### src/rtl/sd_cmd_tx_ctrl_if.sv
// Host-side bus of the SD CMD transmitter: request handshake, command fields,
// status flags and the serial CMD pad signals.
interface sd_cmd_tx_ctrl_if;
  logic        start;
  logic [5:0]  cmd_index;
  logic [31:0] cmd_arg;
  logic        ready;
  logic        busy;
  logic        done;
  logic        cmd_out;
  logic        cmd_oe;

  modport master (
    output start, cmd_index, cmd_arg,
    input  ready, busy, done, cmd_out, cmd_oe
  );

  modport slave (
    input  start, cmd_index, cmd_arg,
    output ready, busy, done, cmd_out, cmd_oe
  );
endinterface

### src/rtl/sd_cmd_tx_ctrl.sv
// SD command frame transmitter: start/tx bits, index, argument, on-the-fly CRC7
// and end bit shifted out MSB-first with an output enable.
module sd_cmd_tx_ctrl #(
  parameter int BITS         = 48,
  parameter int BITS_COUNTER = 6
) (
  input  logic              clk,
  input  logic              reset,
  sd_cmd_tx_ctrl_if.slave   bus
);

  localparam int HDR_BITS = BITS - 8;
  localparam int CRC_BITS = 7;

  typedef enum logic [2:0] {
    IDLE,
    SEND_HDR,
    SEND_CRC,
    SEND_END,
    DONE
  } state_t;

  state_t                  state;
  state_t                  next_state;
  logic [HDR_BITS-1:0]     shift;
  logic [6:0]              crc;
  logic [6:0]              crc_next;
  logic [BITS_COUNTER-1:0] counter;
  logic                    hdr_last;
  logic                    crc_last;
  logic                    fb;

  assign hdr_last = (counter == BITS_COUNTER'(HDR_BITS - 1));
  assign crc_last = (counter == BITS_COUNTER'(CRC_BITS - 1));
  assign fb       = shift[HDR_BITS-1] ^ crc[6];
  assign crc_next = {crc[5:0], 1'b0} ^ (fb ? 7'h09 : 7'h00);

  always_ff @(posedge clk) begin
    if (reset) begin
      state <= IDLE;
    end else begin
      state <= next_state;
    end
  end

  always_comb begin
    next_state  = state;
    bus.ready   = 1'b0;
    bus.busy    = 1'b0;
    bus.done    = 1'b0;
    bus.cmd_out = 1'b1;
    bus.cmd_oe  = 1'b0;
    case (state)
      IDLE: begin
        bus.ready = 1'b1;
        if (bus.start) begin
          next_state = SEND_HDR;
        end
      end
      SEND_HDR: begin
        bus.busy    = 1'b1;
        bus.cmd_oe  = 1'b1;
        bus.cmd_out = shift[HDR_BITS-1];
        if (hdr_last) begin
          next_state = SEND_CRC;
        end
      end
      SEND_CRC: begin
        bus.busy    = 1'b1;
        bus.cmd_oe  = 1'b1;
        bus.cmd_out = crc[6];
        if (crc_last) begin
          next_state = SEND_END;
        end
      end
      SEND_END: begin
        bus.busy   = 1'b1;
        bus.cmd_oe = 1'b1;
        next_state = DONE;
      end
      DONE: begin
        bus.done   = 1'b1;
        next_state = IDLE;
      end
      default: begin
        next_state = IDLE;
      end
    endcase
  end

  // The CRC absorbs each header bit as it is driven, then is itself shifted out.
  always_ff @(posedge clk) begin
    if (reset) begin
      shift   <= '0;
      crc     <= '0;
      counter <= '0;
    end else begin
      case (state)
        IDLE: begin
          counter <= '0;
          if (bus.start) begin
            shift <= {2'b01, bus.cmd_index, bus.cmd_arg};
            crc   <= '0;
          end
        end
        SEND_HDR: begin
          shift   <= {shift[HDR_BITS-2:0], 1'b0};
          crc     <= crc_next;
          counter <= hdr_last ? '0 : counter + BITS_COUNTER'(1);
        end
        SEND_CRC: begin
          crc     <= {crc[5:0], 1'b0};
          counter <= crc_last ? '0 : counter + BITS_COUNTER'(1);
        end
        default: begin
          counter <= '0;
        end
      endcase
    end
  end

endmodule

### src/flat_wrapper.sv
// flat-port wrapper written by rule: the top's interface ports become plain ports
module sd_cmd_tx_ctrl_flat 
#(
  parameter int BITS         = 48,
  parameter int BITS_COUNTER = 6
)
  (clk, reset, bus_start, bus_cmd_index, bus_cmd_arg, bus_ready, bus_busy, bus_done, bus_cmd_out, bus_cmd_oe);
  sd_cmd_tx_ctrl_if bus_i ();
  input  logic clk;
  input  logic reset;
  input wire logic [$bits(bus_i.start)-1:0] bus_start;
  input wire logic [$bits(bus_i.cmd_index)-1:0] bus_cmd_index;
  input wire logic [$bits(bus_i.cmd_arg)-1:0] bus_cmd_arg;
  output wire logic [$bits(bus_i.ready)-1:0] bus_ready;
  output wire logic [$bits(bus_i.busy)-1:0] bus_busy;
  output wire logic [$bits(bus_i.done)-1:0] bus_done;
  output wire logic [$bits(bus_i.cmd_out)-1:0] bus_cmd_out;
  output wire logic [$bits(bus_i.cmd_oe)-1:0] bus_cmd_oe;
  assign bus_i.start = bus_start;
  assign bus_i.cmd_index = bus_cmd_index;
  assign bus_i.cmd_arg = bus_cmd_arg;
  assign bus_ready = bus_i.ready;
  assign bus_busy = bus_i.busy;
  assign bus_done = bus_i.done;
  assign bus_cmd_out = bus_i.cmd_out;
  assign bus_cmd_oe = bus_i.cmd_oe;
  sd_cmd_tx_ctrl #(.BITS(BITS), .BITS_COUNTER(BITS_COUNTER)) u_core (.clk(clk), .reset(reset), .bus(bus_i));
endmodule
### config.mk
export PLATFORM = sky130hd
export DESIGN_NAME = sd_cmd_tx_ctrl_flat
export DESIGN_NICKNAME = d
export VERILOG_FILES = /design/src/rtl/sd_cmd_tx_ctrl_if.sv /design/src/rtl/sd_cmd_tx_ctrl.sv /design/src/flat_wrapper.sv
export SDC_FILE = /design/constraint.sdc
export NUM_CORES = 1
export LEC_CHECK = 0
export BUFFER_PORTS_ARGS = -buffer_cell sky130_fd_sc_hd__buf_2
export CORE_MARGIN = 5
export CORE_UTILIZATION = 50
export DETAILED_ROUTE_END_ITERATION = 10
export PLACE_DENSITY = 0.74
export RECOVER_POWER = 25
export SLEW_MARGIN = 30
export SYNTH_ARGS = -nofsm -noshare
export SYNTH_HDL_FRONTEND = slang
export SYNTH_SLANG_ARGS = --single-unit
### constraint.sdc
create_clock -name clk -period 1.2 [get_ports clk]
set_input_delay 0.06 -clock clk [delete_from_list [all_inputs] [get_ports clk]]
set_output_delay 0.06 -clock clk [all_outputs]
set_load 0.005 [all_outputs]
==> flow_metrics.env <==
export IMPL_critPathTopFamily="flip-flops"
export IMPL_die_w_um=86.83
export IMPL_r2r_setup_slack_ns=-0.20
export IMPL_clock_fmax_ghz=0.6867
export IMPL_cts_clk_slew_worst_paths_ns=0.10
export IMPL_synth_cells=308
export IMPL_postCtsHoldBufs=0
export IMPL_setup_slack_ns=-0.2562
export IMPL_numCtsBuffers=5
export IMPL_ios=46
export IMPL_max_slew_margin_pct=80.65
export IMPL_wl_um=8263
export IMPL_critPathCaptureType="output port"
export IMPL_path_cells="buf_12 > nor3b_4 > a22oi_1 > o21ai_1 > buf_2"
export IMPL_finalSetupViolations=60
export IMPL_fin_crit_sh_pct=121.3
export IMPL_period_minus_slack_ns=1.456
export IMPL_syn_nets=351
export IMPL_areaGrowthSynthToFinish_pct=46.76
export IMPL_wl_per_cell_um=17.58
export IMPL_place_ws_ns=-0.09145
export IMPL_die_y_um=86.83
export IMPL_drive_above_1_share_pct=51.14
export IMPL_clock_skew_ns=0.01490
export IMPL_tightest_slew_ns=0.2903
export IMPL_hold_viol_final=0
export IMPL_grt_pass1_wl_um=13690
export IMPL_diodes=0
export IMPL_fin_area_um2=4332
export IMPL_cp_slowest_cell="dfxtp_2"
export IMPL_synth_top_cell_by_area="dfxtp_1"
export IMPL_critPathMaxStageDelay_ns=0.35
export IMPL_die_area_um2=7539
export IMPL_fp_row_count=28
export IMPL_setup_tns_ns=-7.184
export IMPL_antenna_found_initial=0
export IMPL_worstPathRequired_ns=1.14
export IMPL_insertion_delay_ns=0.32
export IMPL_gp_congestion=0.8034
export IMPL_avgSynthCellArea_um2=9.583
export IMPL_ys_seq_elements=56
export IMPL_fillCellCount=370
export IMPL_peakVddDrop_mv=0.5520
export IMPL_cap_violations=0
export IMPL_clk_path_buf_depth=2
export IMPL_holdCritPathClass="in -> reg"
export IMPL_p_per_area_nw_per_um2=981.5
export IMPL_grt_overflow=0
export IMPL_core_um2=5816
export IMPL_portBuffers=45
export IMPL_synthesis_area_um2=2952
export IMPL_synth_cell_type_count=44
export IMPL_num_vias=2695
export IMPL_synth_area_leaders="dfxtp_1, a22o_1, a221oi_2, nor2_1, inv_1"
export IMPL_drt_iter0_markers=134
export IMPL_cts_tree="built"
export IMPL_route_detailed_drc=0
export IMPL_grt_pass1_vias=2828
export IMPL_slew_violations=0
export IMPL_dp_hpwl_um=4383
export IMPL_cp_arrival_ns=1.40
export IMPL_detailed_place_area_um2=3423
export IMPL_outcome="finished with violations"
export IMPL_htree_levels=2
export IMPL_initial_core_util_pct=50.75
export IMPL_clockRootBuffer="clkbuf_8"
export IMPL_crit_type="reg -> out"
export IMPL_dr_pass1_iters=5
export IMPL_violations="setup timing"
export IMPL_ys_warn_count=0
export IMPL_start_kind="flop"
export IMPL_antenna_left=0
export IMPL_p_leak_uw=0.001782
export IMPL_grt_start_max_net_pins=36
export IMPL_avgViaCountPerCell=5.734
export IMPL_finalNetCount=437
export IMPL_grt_usage_pct=22.67
export IMPL_clock_sinks=56
export IMPL_crit_fanout=5
export IMPL_path_buf_inv=2
export IMPL_rsz0062_at_grt="true"
export IMPL_ys_seq_area_share_pct=37.98
export IMPL_yosysTopAreaCellShare_pct=37.98
==> registers in the layout, indices dropped and copies added, names as in the netlist <==
register and cells:
u_core.counter 6, u_core.state 3, u_core.shift 40, u_core.crc 7
==> layout make-up <==
| type | count | area [um^2] | share of cell area [%] |
|---|---|---|---|
| Sequential cell | 56 | 1134 | 26.17 |
| Tap cell | 75 | 93.84 | 2.166 |
| Inverter | 40 | 150.1 | 3.466 |
| Clock inverter | 2 | 16.27 | 0.3755 |
| Clock buffer | 6 | 72.57 | 1.675 |
| Timing Repair Buffer | 110 | 1095 | 25.27 |
| Multi-Input combinational cell | 181 | 1770 | 40.87 |
==> worst reg2reg max path, delay by kind of cell (launching register included) <==
family	cells	cell delay, ns
buffers and inverters	4	0.54
AO/OA/AOI/OAI	2	0.36
flip-flops	1	0.40
==> layout by cell type, fill, tap and decap left out, types with 5 or more instances in the layout <==
master,synthesis,routed
a211oi_2,2,6
a221oi_2,23,36
a22o_1,42,42
buf_12,0,15
buf_16,0,6
buf_2,14,44
buf_4,2,29
buf_6,8,13
clkbuf_8,0,5
dfxtp_1,56,50
inv_1,40,40
nor2_1,42,29
nor2_2,0,9
nor2_4,1,5
==> cell families (layout without fill, tap and decap cells) <==
logic type      after synthesis  after routing  share of synthesized area (%)
simple gates                 67             67                          11.57
compound gates              107            107                          35.69
buf+inv                      71            158                          11.91
flops                        56             56                          37.98
xor+xnor                      5              5                          1.992
fa+ha+maj                     2              2                         0.8477
==> power by group <==
group          total (uW)  switching [uW]  leakage (uW)  internal [uW]
Combinational        1160             550       0.00128            613
Clock                1050             637     0.0000414            417
Sequential           2030            47.3      0.000465           1990
==> path summary, 6_finish.rpt <==
| check | startpoint | end | cells after the start |
|---|---|---|---|
| worst max-delay path | u_core.state[2] | bus_cmd_out | 5 |
| worst min-delay path | bus_cmd_arg[0] | u_core.shift[0] | 3 |
| worst max register to register | u_core.state[0] | u_core.shift[18] | 6 |
| worst min register to register | u_core.shift[28] | u_core.shift[28] | 2 |
==> cell usage after synthesis (all sizes together) <==
cell type  count
a211o          1
a211oi         6
a21bo          1
a21boi         1
a21oi          6
a221oi        39
a22o          42
a22oi          2
a41oi          1
and2           2
and3           2
buf           27
clkbuf         4
dfxtp         56
ha             2
inv           40
nand2          5
nand2b         1
nand3          2
nand4b         2
nor2          43
nor2b          2
nor3           1
nor3b          3
o21a           1
o21ai          7
or2            1
or3            2
or3b           1
xnor2          1
xor2           3
xor3           1
==> timing repair <==
action | CTS | global route
buffers inserted | 21 | 8
endpoints found under the setup margin | 58 | 61
pin swaps | 47 | 34
cloned | 10 | 0
gates resized for setup | 72 | 28
==> metal layers <==
layer  GRT usage (%)  vias up  routed length, um
met4           8.357        0                176
met3           4.087       17                268
met5               0        -                  0
met1           28.04     1325               3498
li1                -     1304                  -
met2           39.06       49               4320
==> metrics by stage <==
stage / hold slack, ns / total power (uW) / std cells / util (%)
2_1_floorplan: 0.2285 / 2656 / 308 / -
3_3_place_gp: 0.3660 / 2844 / 428 / 58.86
3_5_place_dp: 0.3649 / 2863 / 428 / 58.86
4_1_cts: 0.03174 / 4218 / 466 / 72.76
5_1_grt: 0.07983 / 4476 / 470 / 74.48
6_report: 0.08928 / 4252 / 470 / 74.48
(Power assumes the default switching activity.)
